**config.mk**
```make
export PLATFORM = sky130hd
export DESIGN_NAME = line_page_wr_ctrl_flat
export DESIGN_NICKNAME = d
export VERILOG_FILES = /design/src/rtl/line_page_wr_ctrl_pkg.sv /design/src/rtl/line_page_wr_ctrl_if.sv /design/src/rtl/line_page_wr_ctrl_page_ring_ctrl.sv /design/src/rtl/line_page_wr_ctrl.sv /design/src/flat_wrapper.sv
export SDC_FILE = /design/constraint.sdc
export NUM_CORES = 1
export LEC_CHECK = 0
export CORE_AREA = 5 5 129 82
export DETAILED_ROUTE_END_ITERATION = 10
export DIE_AREA = 0 0 134 87
export GPL_TIMING_DRIVEN = 0
export PLACE_DENSITY = 0.73
export RECOVER_POWER = 100
export SYNTH_ARGS = -nofsm -noshare
export SYNTH_HDL_FRONTEND = slang
export SYNTH_SLANG_ARGS = --single-unit
```
**constraint.sdc**
```tcl
create_clock -name CLOCK -period 5 [get_ports CLOCK]
set_input_delay 1 -clock CLOCK [delete_from_list [all_inputs] [get_ports CLOCK]]
set_output_delay 1 -clock CLOCK [all_outputs]
set_load 0.02 [all_outputs]
```
**src/rtl/line_page_wr_ctrl_pkg.sv**
```systemverilog
// Shared types, default geometry and helpers for the line page write controller.
package line_page_wr_ctrl_pkg;
    localparam int C_DATA_W_DEF   = 10;
    localparam int C_ADDR_W_DEF   = 9;
    localparam int C_PAGE_W_DEF   = 2;
    localparam int C_LINE_LEN_DEF = 250;
    localparam int NP             = 1 << C_PAGE_W_DEF;
    localparam int MAX_PIX        = 1 << C_ADDR_W_DEF;

    typedef enum logic [1:0] {
        IDLE  = 2'd0,
        WRITE = 2'd1,
        DROP  = 2'd2
    } wr_state_t;

    function automatic int clog2(input int value);
        int r;
        int v;
        r = 0;
        v = value - 1;
        while (v > 0) begin
            r++;
            v = v >> 1;
        end
        return r;
    endfunction
endpackage

```
**src/rtl/line_page_wr_ctrl_if.sv**
```systemverilog
// Pixel-stream / DPRAM / status bundle of line_page_wr_ctrl; master is the controller side.
// ERR_LINE_CNT exists only when LINE_WR_ERR_DROP_EN is defined.
interface line_page_wr_ctrl_if #(
    parameter int C_DATA_W = 10,
    parameter int C_ADDR_W = 9,
    parameter int C_PAGE_W = 2
);
    logic                         FRAME_SYNC;
    logic                         PULSE;
    logic [C_DATA_W-1:0]          DIN;
    logic                         PIXEL_ERROR;
    logic                         LINE_SYNC;
    logic                         RD_RELEASE;
    logic [C_PAGE_W+C_ADDR_W-1:0] DPRAM_WR_ADDR;
    logic [C_DATA_W-1:0]          DPRAM_WR_DATA;
    logic                         DPRAM_WE;
    logic                         LINE_FINISHED;
    logic [C_PAGE_W-1:0]          LINE_PAGE;
    logic [C_ADDR_W:0]            LINE_LEN;
    logic                         LINE_ERR;
    logic [C_PAGE_W:0]            PAGES_USED;
    logic [15:0]                  LINE_COUNT;
    logic                         OVERFLOW;
`ifdef LINE_WR_ERR_DROP_EN
    logic [15:0]                  ERR_LINE_CNT;
`endif

    modport master (
        input  FRAME_SYNC, PULSE, DIN, PIXEL_ERROR, LINE_SYNC, RD_RELEASE,
        output DPRAM_WR_ADDR, DPRAM_WR_DATA, DPRAM_WE, LINE_FINISHED, LINE_PAGE,
               LINE_LEN, LINE_ERR, PAGES_USED, LINE_COUNT, OVERFLOW
`ifdef LINE_WR_ERR_DROP_EN
        , output ERR_LINE_CNT
`endif
    );

    modport slave (
        output FRAME_SYNC, PULSE, DIN, PIXEL_ERROR, LINE_SYNC, RD_RELEASE,
        input  DPRAM_WR_ADDR, DPRAM_WR_DATA, DPRAM_WE, LINE_FINISHED, LINE_PAGE,
               LINE_LEN, LINE_ERR, PAGES_USED, LINE_COUNT, OVERFLOW
`ifdef LINE_WR_ERR_DROP_EN
        , input ERR_LINE_CNT
`endif
    );
endinterface

```
**src/rtl/line_page_wr_ctrl_page_ring_ctrl.sv**
```systemverilog
// Page ring bookkeeping: write page pointer, committed-page occupancy with
// commit/release arbitration, and the full flag that gates new lines.
module line_page_wr_ctrl_page_ring_ctrl
    import line_page_wr_ctrl_pkg::*;
#(
    parameter int C_PAGE_W = C_PAGE_W_DEF
) (
    input  logic                clk,
    input  logic                rst_n,
    input  logic                clear,
    input  logic                commit,
    input  logic                rel,
    output logic [C_PAGE_W-1:0] wr_page,
    output logic [C_PAGE_W:0]   pages_used,
    output logic                full,
    output logic                will_fill
);
    localparam int UW = clog2(1 << C_PAGE_W) + 1;
    localparam logic [UW-1:0]       USED_MAX  = UW'(1 << C_PAGE_W);
    localparam logic [UW-1:0]       USED_LAST = UW'((1 << C_PAGE_W) - 1);
    localparam logic [UW-1:0]       USED_ONE  = UW'(1);
    localparam logic [C_PAGE_W-1:0] PAGE_ONE  = C_PAGE_W'(1);

    logic rel_eff;

    // A release with nothing committed is meaningless and dropped here.
    assign rel_eff   = rel && (pages_used != '0);
    assign full      = (pages_used == USED_MAX);
    assign will_fill = commit && !rel_eff && (pages_used == USED_LAST);

    always_ff @(posedge clk or negedge rst_n) begin
        if (!rst_n) begin
            wr_page    <= '0;
            pages_used <= '0;
        end else if (clear) begin
            wr_page    <= '0;
            pages_used <= '0;
        end else begin
            if (commit)
                wr_page <= wr_page + PAGE_ONE;
            if (commit && !rel_eff)
                pages_used <= pages_used + USED_ONE;
            else if (!commit && rel_eff)
                pages_used <= pages_used - USED_ONE;
        end
    end
endmodule

```
**src/rtl/line_page_wr_ctrl.sv**
```systemverilog
// Line page write controller: writes deserialized lines into a ring of 2^C_PAGE_W DPRAM pages,
// validates each line and drops lines when no page is free. Optional macro LINE_WR_ERR_DROP_EN.
module line_page_wr_ctrl
    import line_page_wr_ctrl_pkg::*;
#(
    parameter int C_DATA_W   = C_DATA_W_DEF,
    parameter int C_ADDR_W   = clog2(MAX_PIX),
    parameter int C_PAGE_W   = clog2(NP),
    parameter int C_LINE_LEN = C_LINE_LEN_DEF
) (
    input  logic                CLOCK,
    input  logic                RESET,
    line_page_wr_ctrl_if.master bus
);
    localparam int CW = C_ADDR_W + 1;
    localparam logic [CW-1:0] PIX_LIMIT = CW'(1 << C_ADDR_W);
    localparam logic [CW-1:0] LEN_OK    = CW'(C_LINE_LEN);

    wr_state_t           state, state_nxt;
    logic [CW-1:0]       cnt, cnt_nxt, cnt_eff;
    logic                err_flag, err_nxt, err_eff;
    logic                trunc_flag, trunc_nxt, trunc_eff;
    logic                active, wr_en, line_close, line_bad, commit, rel, will_fill, full;
    logic [C_PAGE_W-1:0] wr_page;
    logic [C_PAGE_W:0]   pages_used;

    logic                         we_p1, fin_p1, lerr_p1, ovf_p1;
    logic [C_PAGE_W+C_ADDR_W-1:0] addr_p1;
    logic [C_DATA_W-1:0]          data_p1;
    logic [C_PAGE_W-1:0]          page_p1;
    logic [CW-1:0]                len_p1;
    logic [15:0]                  line_cnt_p1;

    function automatic logic [15:0] sat_inc16(input logic [15:0] v);
        return (v == 16'hFFFF) ? v : v + 16'd1;
    endfunction

    // FRAME_SYNC outranks everything else in the same cycle, so it masks all line activity.
    assign active     = (state == WRITE) && !bus.FRAME_SYNC;
    assign wr_en      = active && bus.PULSE && (cnt != PIX_LIMIT);
    assign cnt_eff    = cnt + CW'(wr_en);
    assign err_eff    = err_flag | (active & bus.PULSE & bus.PIXEL_ERROR);
    assign trunc_eff  = trunc_flag | (active & bus.PULSE & (cnt == PIX_LIMIT));
    assign line_close = active && bus.LINE_SYNC && (cnt_eff != '0);
    assign line_bad   = err_eff | trunc_eff | (cnt_eff != LEN_OK);
`ifdef LINE_WR_ERR_DROP_EN
    assign commit     = line_close && !err_eff;
`else
    assign commit     = line_close;
`endif
    assign rel        = bus.RD_RELEASE && (state != IDLE);

    line_page_wr_ctrl_page_ring_ctrl #(
        .C_PAGE_W (C_PAGE_W)
    ) u_page_ring_ctrl (
        .clk        (CLOCK),
        .rst_n      (RESET),
        .clear      (bus.FRAME_SYNC),
        .commit     (commit),
        .rel        (rel),
        .wr_page    (wr_page),
        .pages_used (pages_used),
        .full       (full),
        .will_fill  (will_fill)
    );

    always_comb begin
        state_nxt = state;
        cnt_nxt   = cnt;
        err_nxt   = err_flag;
        trunc_nxt = trunc_flag;
        if (bus.FRAME_SYNC) begin
            state_nxt = WRITE;
            cnt_nxt   = '0;
            err_nxt   = 1'b0;
            trunc_nxt = 1'b0;
        end else begin
            case (state)
                WRITE: begin
                    if (line_close) begin
                        cnt_nxt   = '0;
                        err_nxt   = 1'b0;
                        trunc_nxt = 1'b0;
                        if (will_fill)
                            state_nxt = DROP;
                    end else begin
                        cnt_nxt   = cnt_eff;
                        err_nxt   = err_eff;
                        trunc_nxt = trunc_eff;
                    end
                end
                // Only a line boundary may end a drop, never a release mid-line.
                DROP: if (bus.LINE_SYNC && !full) state_nxt = WRITE;
                default: ;
            endcase
        end
    end

    always_ff @(posedge CLOCK or negedge RESET) begin
        if (!RESET) begin
            state      <= IDLE;
            cnt        <= '0;
            err_flag   <= 1'b0;
            trunc_flag <= 1'b0;
        end else begin
            state      <= state_nxt;
            cnt        <= cnt_nxt;
            err_flag   <= err_nxt;
            trunc_flag <= trunc_nxt;
        end
    end

    // ---- stage p1: DPRAM write port and line report ----
    always_ff @(posedge CLOCK or negedge RESET) begin
        if (!RESET) begin
            we_p1       <= 1'b0;
            addr_p1     <= '0;
            data_p1     <= '0;
            fin_p1      <= 1'b0;
            page_p1     <= '0;
            len_p1      <= '0;
            lerr_p1     <= 1'b0;
            line_cnt_p1 <= '0;
            ovf_p1      <= 1'b0;
        end else begin
            we_p1  <= wr_en;
            fin_p1 <= commit;
            if (wr_en) begin
                addr_p1 <= {wr_page, cnt[C_ADDR_W-1:0]};
                data_p1 <= bus.DIN;
            end
            if (commit) begin
                page_p1 <= wr_page;
                len_p1  <= cnt_eff;
                lerr_p1 <= line_bad;
            end
            if (bus.FRAME_SYNC)
                line_cnt_p1 <= '0;
            else if (commit)
                line_cnt_p1 <= sat_inc16(line_cnt_p1);
            if ((state == DROP) && bus.PULSE && !bus.FRAME_SYNC)
                ovf_p1 <= 1'b1;
        end
    end

`ifdef LINE_WR_ERR_DROP_EN
    logic [15:0] err_cnt_p1;

    always_ff @(posedge CLOCK or negedge RESET) begin
        if (!RESET)
            err_cnt_p1 <= '0;
        else if (bus.FRAME_SYNC)
            err_cnt_p1 <= '0;
        else if (line_close && err_eff)
            err_cnt_p1 <= sat_inc16(err_cnt_p1);
    end

    assign bus.ERR_LINE_CNT = err_cnt_p1;
`endif

    assign bus.DPRAM_WE      = we_p1;
    assign bus.DPRAM_WR_ADDR = addr_p1;
    assign bus.DPRAM_WR_DATA = data_p1;
    assign bus.LINE_FINISHED = fin_p1;
    assign bus.LINE_PAGE     = page_p1;
    assign bus.LINE_LEN      = len_p1;
    assign bus.LINE_ERR      = lerr_p1;
    assign bus.PAGES_USED    = pages_used;
    assign bus.LINE_COUNT    = line_cnt_p1;
    assign bus.OVERFLOW      = ovf_p1;
endmodule
```
**src/flat_wrapper.sv**
```systemverilog
// flat-port wrapper written by rule: the top's interface ports become plain ports
module line_page_wr_ctrl_flat import line_page_wr_ctrl_pkg::*;
#(
    parameter int C_DATA_W   = C_DATA_W_DEF,
    parameter int C_ADDR_W   = clog2(MAX_PIX),
    parameter int C_PAGE_W   = clog2(NP),
    parameter int C_LINE_LEN = C_LINE_LEN_DEF
)
  (CLOCK, RESET, bus_FRAME_SYNC, bus_PULSE, bus_DIN, bus_PIXEL_ERROR, bus_LINE_SYNC, bus_RD_RELEASE, bus_DPRAM_WR_ADDR, bus_DPRAM_WR_DATA, bus_DPRAM_WE, bus_LINE_FINISHED, bus_LINE_PAGE, bus_LINE_LEN, bus_LINE_ERR, bus_PAGES_USED, bus_LINE_COUNT, bus_OVERFLOW);
  line_page_wr_ctrl_if #(.C_DATA_W(C_DATA_W), .C_ADDR_W(C_ADDR_W), .C_PAGE_W(C_PAGE_W)) bus_i ();
  input  logic CLOCK;
  input  logic RESET;
  input wire logic [$bits(bus_i.FRAME_SYNC)-1:0] bus_FRAME_SYNC;
  input wire logic [$bits(bus_i.PULSE)-1:0] bus_PULSE;
  input wire logic [$bits(bus_i.DIN)-1:0] bus_DIN;
  input wire logic [$bits(bus_i.PIXEL_ERROR)-1:0] bus_PIXEL_ERROR;
  input wire logic [$bits(bus_i.LINE_SYNC)-1:0] bus_LINE_SYNC;
  input wire logic [$bits(bus_i.RD_RELEASE)-1:0] bus_RD_RELEASE;
  output wire logic [$bits(bus_i.DPRAM_WR_ADDR)-1:0] bus_DPRAM_WR_ADDR;
  output wire logic [$bits(bus_i.DPRAM_WR_DATA)-1:0] bus_DPRAM_WR_DATA;
  output wire logic [$bits(bus_i.DPRAM_WE)-1:0] bus_DPRAM_WE;
  output wire logic [$bits(bus_i.LINE_FINISHED)-1:0] bus_LINE_FINISHED;
  output wire logic [$bits(bus_i.LINE_PAGE)-1:0] bus_LINE_PAGE;
  output wire logic [$bits(bus_i.LINE_LEN)-1:0] bus_LINE_LEN;
  output wire logic [$bits(bus_i.LINE_ERR)-1:0] bus_LINE_ERR;
  output wire logic [$bits(bus_i.PAGES_USED)-1:0] bus_PAGES_USED;
  output wire logic [$bits(bus_i.LINE_COUNT)-1:0] bus_LINE_COUNT;
  output wire logic [$bits(bus_i.OVERFLOW)-1:0] bus_OVERFLOW;
  assign bus_i.FRAME_SYNC = bus_FRAME_SYNC;
  assign bus_i.PULSE = bus_PULSE;
  assign bus_i.DIN = bus_DIN;
  assign bus_i.PIXEL_ERROR = bus_PIXEL_ERROR;
  assign bus_i.LINE_SYNC = bus_LINE_SYNC;
  assign bus_i.RD_RELEASE = bus_RD_RELEASE;
  assign bus_DPRAM_WR_ADDR = bus_i.DPRAM_WR_ADDR;
  assign bus_DPRAM_WR_DATA = bus_i.DPRAM_WR_DATA;
  assign bus_DPRAM_WE = bus_i.DPRAM_WE;
  assign bus_LINE_FINISHED = bus_i.LINE_FINISHED;
  assign bus_LINE_PAGE = bus_i.LINE_PAGE;
  assign bus_LINE_LEN = bus_i.LINE_LEN;
  assign bus_LINE_ERR = bus_i.LINE_ERR;
  assign bus_PAGES_USED = bus_i.PAGES_USED;
  assign bus_LINE_COUNT = bus_i.LINE_COUNT;
  assign bus_OVERFLOW = bus_i.OVERFLOW;
  line_page_wr_ctrl #(.C_DATA_W(C_DATA_W), .C_ADDR_W(C_ADDR_W), .C_PAGE_W(C_PAGE_W), .C_LINE_LEN(C_LINE_LEN)) u_core (.CLOCK(CLOCK), .RESET(RESET), .bus(bus_i));
endmodule
```
; Yosys cells after proc, flatten, opt, wreduce, memory -nomap -nowiden
; Cells that the tools add are included.
[totals]
reg_bits = 72
inputBits = 17
out_inout_bits = 56
wordCells = 87
[op_classes]
addsub = 5
n_eq_ne = 12
n_mux = 22
n_bitwise = 7
reduce_logical = 26
[op_table]
columns = operator, count
row1 = 16-bit 2-to-1 mux, 3
row2 = 10-bit 2-to-1 mux, 3
row3 = "16-bit by 1-bit adder with 16-bit output, second input constant", 1
row4 = "16-bit equality test, second input constant", 1
row5 = 1-bit logical AND, 13
row6 = 2-bit 2-to-1 mux, 6
row7 = 10-bit by 1-bit adder with 10-bit output, 1
row8 = "10-bit equality test, second input constant", 1
row9 = "10-bit inequality test, second input constant", 1
row10 = "10-bit by 8-bit inequality test with 1-bit output, second input constant", 1
row11 = 10-bit nonzero test, 1
row12 = 3-bit 2-to-1 mux, 3
row13 = 3-bit nonzero test, 3
row14 = 1-bit 2-to-1 mux, 6
row15 = "3-bit by 2-bit inequality test with 1-bit output, second input constant", 2
row16 = 2-bit nonzero test, 3
row17 = 1-bit zero test, 4
row18 = 1-bit bitwise OR, 4
row19 = 2-bit case mux with 2 select lines, 1
row20 = 4-bit AND reduction, 1
row21 = "3-bit by 1-bit adder with 3-bit output, second input constant", 1
row22 = 1-bit bitwise AND, 3
row23 = "3-bit by 2-bit equality test with 1-bit output, second input constant", 1
row24 = "3-bit equality test, second input constant", 1
row25 = other kinds (7), 7

; Logic depth before layout (Yosys ltp)
; Gate-level depths: netlist (run 1).
[depth]
word_depth = 13
mapped_depth = 16
depth_no_buf = 15

; Modules after synthesis
; A second synthesis (run 1) with hierarchy kept.
[unflattened]
hier_cells = 358
area_unflattened_um2 = 3668.5
[by_module_without_submodules]
columns = module, instances, cells_each, area_each_um2, seq_area_each_um2
row1 = line_page_wr_ctrl, 1, 322, 3308.2, 1676.6
row2 = line_page_wr_ctrl_page_ring_ctrl, 1, 36, 360.3, 125.1

; Worst setup path after synthesis (run 1)
; OpenSTA, ideal clock, no wires.
[synth_timing]
path_type = input -> register
from = input port bus_FRAME_SYNC
to = register u_core.u_page_ring_ctrl.pages_used[2]
setup_time_ns = 0.125
t_arrival_ns = 4.568
required_time_ns = 4.875
path_slack_ns = 0.307
path_stages = 15
path_buffers = 1
cell_sequence = inv_1 -> and3_1 -> nor2b_1 -> clkbuf_1 -> ha_1 -> ha_1 -> nand3_1 -> xnor2_1 -> or4_4 -> nor3_1 -> nor3_1 -> fa_1 -> o21ai_0 -> a2bb2oi_1 -> mux2_2
[synth_between]
elab_chain_len = 10
elab_cells_between_ends = 14
cone_classes = add/sub (1) / mux (2) / reduce/logical (11)
[synth_rtl]
columns = item, line_no
row1 = "start, declared", flat_wrapper.sv:13  ; input wire logic [$bits(bus_i.FRAME_SYNC)-1:0] bus_FRAME_SYNC;
row2 = 1-bit zero test *, line_page_wr_ctrl.sv:39  ; assign active = (state == WRITE) && !bus.FRAME_SYNC;
row3 = 1-bit logical AND *, line_page_wr_ctrl.sv:39
row4 = 1-bit logical AND * (2 in a row), line_page_wr_ctrl.sv:40  ; assign wr_en = active && bus.PULSE && (cnt != PIX_LIMIT);
row5 = named net u_core.wr_en, line_page_wr_ctrl.sv:23  ; logic active, wr_en, line_close, line_bad, commit, rel, will_fill, full;
row6 = 10-bit by 1-bit adder with 10-bit output *, line_page_wr_ctrl.sv:41  ; assign cnt_eff = cnt + CW'(wr_en);
row7 = 10-bit nonzero test *, line_page_wr_ctrl.sv:44  ; assign line_close = active && bus.LINE_SYNC && (cnt_eff != '0);
row8 = 1-bit logical AND *, line_page_wr_ctrl.sv:44
row9 = 1-bit logical AND / 1-bit zero test (equally long branches), "line_page_wr_ctrl_page_ring_ctrl.sv:41, line_page_wr_ctrl_page_ring_ctrl.sv:43"
row10 = 3-bit 2-to-1 mux / 1-bit logical AND (equally long branches), "line_page_wr_ctrl_page_ring_ctrl.sv:41, line_page_wr_ctrl_page_ring_ctrl.sv:43"
row11 = 3-bit 2-to-1 mux / 3-bit nonzero test (equally long branches), n/a
row12 = "end signal, assigned", line_page_wr_ctrl_page_ring_ctrl.sv:42  ; pages_used <= pages_used + USED_ONE;
row13 = "end signal, assigned", line_page_wr_ctrl_page_ring_ctrl.sv:44  ; pages_used <= pages_used - USED_ONE;
row14 = "end, declared", line_page_wr_ctrl_page_ring_ctrl.sv:14  ; output logic [C_PAGE_W:0] pages_used,
; The timed path passes the listed nets; every way through them passes the cells marked *.
; A chain may end at the register's enable or synchronous reset.

; Worst setup path in the final report (run 1)
; Ends and elaborated chain as after synthesis.

==> qor.yml, run 1 <==
grt_pass1_vias: 3212
layout.nets: 466
io_buffers: 72
layout-drive-gt1-share_pct: 11.8
antenna_left: 0
hp-start: "u_core.bus.LINE_LEN[4]"
rsz0062_at_grt: "false"
clock-sinks: 72
ys_warn_count: 0
ys_dominant_reg_cell: "dfrtp_1"
synth_top_area_cell: "dfrtp_1"
cts_tree: "yes"
worst-endpoint-arrival_ns: 5.07
grt.overflow.total: 0
die_area_um2: 11700
tightest_slew_ns: 3.37
r2r-end: "u_core.u_page_ring_ctrl.pages_used[2]"
synth_edf_count: 0
rows: 28
fill_cells: 846
postCtsHoldBufs: 0
cts_inserted_buffers: 9
finalSetupViolCount: 0
fmax_mhz: 207
vias_per_cell: 5.49
cp-end-kind: "flop"
drtPass1Iterations: 4
hold_violations: 0
synth.distinct_cells: 50
synth-seq-cells: 72
report.final.slew_viol_count: 73
ir_drop_mv: 0.179
diodes: 0
grt_max_degree: 73
synth.avg_cell_area_um2: 9.91
outcome: "complete, but fails checks"
path_class: "in -> reg"
power_density_nw_per_um2: 335
initial_utilization_pct: 37.9
design_area_um2: 4830
critPathLaunchType: "input port"
rr_worst_depth: 16
clock-skew-final_ns: 0.00705
core_um2: 9420
drt_iter0_drc: 227
postSynth.asyncResetShare_pct: 100
finalCritPeriodShare_pct: 96.8
cts_setup_buffers: 0
min_period_ns: 4.84
ys_seq_area_share_pct: 50.4
clock_latency_ns: 0.34
hp-class: "reg -> reg"
cts-root-buf: "clkbuf_16"
worst_ep_required_time_ns: 5.23
reg2reg_from: "u_core.state[0]"
hold_end: "u_core.bus.LINE_LEN[4]"
p_leak_nw: 2.17
dieWidth_um: 134
cts_buffer_depth: 2
clk_pin_slew_ns: 0.06
synthToLayoutAreaGrowth_pct: 35.1
holdWs_ns: 0.469
antenna_found_initial: 0
ioPinCount: 73
placed_cell_area_um2: 4470
cp_max_fo: 11
syn-num-nets: 382
dpl.hpwl_um: 7050
ys_top_cells_by_area: "dfrtp_1 50%, mux2_2 6.3%, nand2_1 5.2%, xnor2_1 3.7%, nand3_1 3.1%"
num_vias: 3129
htree_levels: 3
violations: "max-capacitance violations, max-slew violations"
track_usage_pct: 18.0
synth_top_area_share_pct: 50.4
wirelength_um: 10100
avgRoutedWirePerCell_um: 17.7
place.gp.congestion: 0.938
drc_errors: 0
whs_path_depth: 2
slew_headroom_pct: -125
netlist_area_um2: 3580
max_cap_violations: 1
fp.dieH_um: 87
grt_first_pass_wirelength_um: 16400
syn_inst: 361
rrSetupSlack_ns: 0.50
[kinds of logic after synthesis]
| group | synth area share (%) |
|---|---|
| buffers and inverters | 3.88 |
| multiplexers | 6.86 |
| XOR/XNOR | 4.65 |
| flip-flops | 50.4 |
| adder cells (fa/ha/maj) | 1.61 |
| AND/OR/NAND/NOR | 23.7 |
| AO/OA/AOI/OAI | 8.92 |
[sequential cells by signal, indices dropped and copies added, names as in the netlist]
| signal | flops |
|---|---|
| u_core.bus.LINE_FINISHED | 1 |
| u_core.bus.LINE_PAGE | 2 |
| u_core.bus.DPRAM_WE | 1 |
| u_core.u_page_ring_ctrl.wr_page | 2 |
| u_core.state | 2 |
| u_core.bus.DPRAM_WR_ADDR | 11 |
| u_core.err_flag | 1 |
| u_core.bus.LINE_ERR | 1 |
| u_core.bus.OVERFLOW | 1 |
| u_core.bus.DPRAM_WR_DATA | 10 |
| u_core.cnt | 10 |
| u_core.bus.LINE_LEN | 10 |
| u_core.bus.LINE_COUNT | 16 |
| u_core.u_page_ring_ctrl.pages_used | 3 |
| u_core.trunc_flag | 1 |
[placed cells by master, fill, tap and decap left out, types with 3 or more instances in the layout]
cell type,Yosys,final
nor2_1,25,25
nand4_1,7,7
nor3_1,9,7
inv_1,8,9
and4_1,4,4
nand2_1,50,50
a21oi_1,9,9
a22oi_1,3,3
a31oi_1,6,6
dlygate4sd3_1,0,56
nor4_1,12,12
o211ai_1,4,4
o31ai_1,4,4
dfrtp_1,72,72
clkdlybuf4s50_1,0,15
and3_1,9,8
clkbuf_1,19,19
nand3_1,22,21
mux2_2,20,19
clkinv_4,0,3
clkbuf_16,0,9
or3_1,4,4
o21ai_0,11,11
or4_1,6,6
xor2_1,4,4
xnor2_1,15,15
[per-layer routing]
metal  vias up  part of all wire (%)  track usage, %
met1      1534                    48            24.7
met4         0                   1.0            5.79
li1       1465                     -               -
met3        10                   6.9            5.43
met5         -                     0               0
met2       120                    44            27.3
[cell usage after synthesis (all sizes together), types with 3 or more instances]
master,number
dfrtp,72
nand2,51
nor2,25
nand3,22
mux2,20
clkbuf,19
xnor2,15
nor4,12
o21ai,11
a21oi,9
and3,9
inv,9
nor3,9
nand4,7
or4,7
a31oi,6
buf,5
or3,5
and4,4
o211ai,4
o31ai,4
xor2,4
a22oi,3
ha,3
[worst max-delay path by stage]
stage	start	to	slack [ns]	cells past startpoint
2_1_floorplan	bus_FRAME_SYNC	u_core.u_page_ring_ctrl.pages_used[2]	0.31	15
3_3_place_gp	bus_FRAME_SYNC	u_core.u_page_ring_ctrl.pages_used[2]	-1.0	16
3_5_place_dp	bus_FRAME_SYNC	u_core.u_page_ring_ctrl.pages_used[2]	-1.13	16
4_1_cts	bus_FRAME_SYNC	u_core.u_page_ring_ctrl.pages_used[2]	0.02	16
5_1_grt	bus_FRAME_SYNC	u_core.u_page_ring_ctrl.pages_used[2]	0.04	16
6_report	bus_FRAME_SYNC	u_core.u_page_ring_ctrl.pages_used[2]	0.16	16
[power breakdown]
part / internal [mW] / switching [mW]
clock: 0.401 / 0.255
sequential: 0.622 / 0.0342
combinational: 0.129 / 0.175
total: 1.15 / 0.465
[worst max-delay path, cell delays in order]
cell and delay (ns):
clkdlybuf4s50_1 0.49, inv_1 0.12, and3_2 0.26, nor2b_4 0.21
clkbuf_8 0.20, ha_2 0.25, ha_4 0.19, nand4_1 0.21
or2_2 0.40, a22oi_1 0.39, nor3_4 0.12, nor3_4 0.33
fa_1 0.27, nor2_1 0.06, a2bb2oi_1 0.20, mux2_2 0.36
[per-stage QoR]
step                      utilization, %  TNS [ns]  std cells  power (mW)  worst slack (ns)
after global routing                51.2         0        570        1.69            0.0411
after detailed placement            47.5    -21.94        554       0.976             -1.13
after CTS                           51.2         0        570        1.65            0.0223
final                               51.2         0        570        1.62             0.158
after floorplan                        -         0        361       0.829             0.307
after global placement              47.2    -17.82        553       0.965            -0.999
[cell type report]
type                            instances  area, um2  share of cell area (%)
Multi-Input combinational cell        256       1690                    35.1
Clock inverter                          6       68.8                    1.42
Sequential cell                        72       1800                    37.3
Inverter                                9       33.8                   0.699
Timing Repair Buffer                   73        728                    15.1
Clock buffer                           10        239                    4.95
Buffer                                 24        114                    2.36
Tap cell                              120        150                    3.11
[what timing repair did]
item / in CTS / in global routing
resized for setup: 11 / 4
pin swaps: 1 / 1
setup endpoints to repair: 42 / 2
(Power assumes the default switching activity.)
==> run 2: changes to the inputs <==
- SKIP_CTS_REPAIR_TIMING: not set -> 1
==> run 2 against run 1 <==
The flow still finishes with violations (max-capacitance violations, max-slew violations). Die area is the same. Routed wire length shrank 0.45%. Global-route usage shrank 0.14 points. Largest cell class unchanged. Largest power group unchanged. Highest routed layer unchanged.
==> qor.yml, run 2 (same netlist as run 1, synthesis figures left out) <==
slew_headroom_pct: -126
layout.nets: 466
cts_tree: "yes"
finalSetupViolCount: 0
grt_pass1_vias: 3181
clk_pin_slew_ns: 0.06
hold_violations: 0
worst_ep_required_time_ns: 5.23
design_area_um2: 4810
p_leak_nw: 2.16
finalCritPeriodShare_pct: 97.4
num_vias: 3135
min_period_ns: 4.87
fp.dieH_um: 87
finish.utilization_pct: 51.1
synthToLayoutAreaGrowth_pct: 34.6
violations: "max-capacitance violations, max-slew violations"
whs_path_depth: 2
cts_inserted_buffers: 9
antenna_left: 0
layout_setup_ws_ns: 0.131
hp-start: "u_core.bus.LINE_LEN[4]"
clock_latency_ns: 0.34
outcome: "complete, but fails checks"
drt_iter0_drc: 231
antenna_found_initial: 0
htree_levels: 3
core_um2: 9420
cts-root-buf: "clkbuf_16"
grt.overflow.total: 0
fin_setup_tns_ns: 0
drtPass1Iterations: 5
critPathLaunchType: "input port"
ioPinCount: 73
grt_max_degree: 73
critPathLaunch: "bus_FRAME_SYNC"
rsz0062_at_grt: "false"
report.final.slew_viol_count: 73
wirelength_um: 10000
fmax_mhz: 205
place.gp.congestion: 0.938
cp-end-kind: "flop"
vias_per_cell: 5.50
cp_max_fo: 11
crit_slowest_cell: "or4_4"
grt_first_pass_wirelength_um: 16300
largest_reg_flops: 16
clock-sinks: 72
hp-class: "reg -> reg"
path_cells: "clkdlybuf4s50_1 -> inv_1 -> and3_2 -> nor2b_4 -> buf_6 -> ha_2 -> ha_4 -> nand3_2 -> xnor2_1 -> or4_4 -> nor3_4 -> nor3_4 -> fa_1 -> o21ai_0 -> a2bb2oi_1 -> mux2_2"
avgRoutedWirePerCell_um: 17.6
path_class: "in -> reg"
cts_buffer_depth: 2
io_buffers: 72
diodes: 0
critPathMaxStageDelay_ns: 0.53
layout_common_cells: "72 x dfrtp_1, 56 x dlygate4sd3_1, 50 x nand2_1"
worst-endpoint-arrival_ns: 5.09
placed_cell_area_um2: 4470
place_ws_ns: -1.13
dpl.hpwl_um: 7050
initial_utilization_pct: 37.9
reg2reg_from: "u_core.state[0]"
layout-drive-gt1-share_pct: 11.6
dieWidth_um: 134
drc_errors: 0
path_common_cell: "nor3_4"
max_cap_violations: 1
final_common_cell: "dfrtp_1"
rr_worst_depth: 16
track_usage_pct: 17.8
clock-skew-final_ns: 0.00806
ir_drop_mv: 0.179
tightest_slew_ns: 3.39
die_area_um2: 11700
rows: 28
power_density_nw_per_um2: 335
[run 2: per-layer routing]
layer | GRT usage [%] | routed length (um) | part of all wire, % | vias up
met5 | 0 | 0 | 0 | -
met4 | 5.51 | 107 | 1.1 | 0
met3 | 5.31 | 698 | 6.9 | 9
met2 | 27.1 | 4400 | 44 | 109
met1 | 24.7 | 4840 | 48 | 1545
li1 | - | - | - | 1472
[run 2: path summary, 6_finish.rpt]
path / endpoint / slack [ns]
min reg2reg: u_core.bus.LINE_LEN[4] / 0.47
min: u_core.bus.LINE_LEN[4] / 0.47
min in group asynchronous: u_core.bus.LINE_COUNT[4] / 2.11
max reg2reg: u_core.u_page_ring_ctrl.pages_used[2] / 0.48
max in group asynchronous: u_core.bus.LINE_LEN[8] / 0.97
max: u_core.u_page_ring_ctrl.pages_used[2] / 0.13
[run 2: final cells by class]
class	instances	area (um2)
buffer	24	111
tap	120	150
clock buffer	10	239
fill	850	4610
multi-input combinational	256	1680
timing repair buffer	73	728
sequential	72	1800
clock inverter	6	68.8
inverter	9	33.8
[run 2: where the power goes]
group          total [mW]  internal, mW  leakage, nW  switching, mW
registers           0.656         0.622        0.967         0.0337
clock network       0.655         0.401        0.149          0.254
logic               0.304         0.128         1.05          0.175
[run 2: worst max-delay path, delay by kind of cell]
family                   cells  cell delay (ns)
adder cells (fa/ha/maj)      3             0.85
buffers and inverters        3             0.79
XOR/XNOR                     1             0.20
multiplexers                 1             0.36
AO/OA/AOI/OAI                2             0.31
AND/OR/NAND/NOR              6             1.57
[run 2: per-stage QoR]
stage / total power, mW / std cells / hold slack [ns]
after floorplan: 0.829 / 361 / 0.462
after global placement: 0.965 / 553 / 0.463
after detailed placement: 0.976 / 554 / 0.466
after CTS: 1.64 / 570 / 0.481
after global routing: 1.69 / 570 / 0.505
final: 1.61 / 570 / 0.470
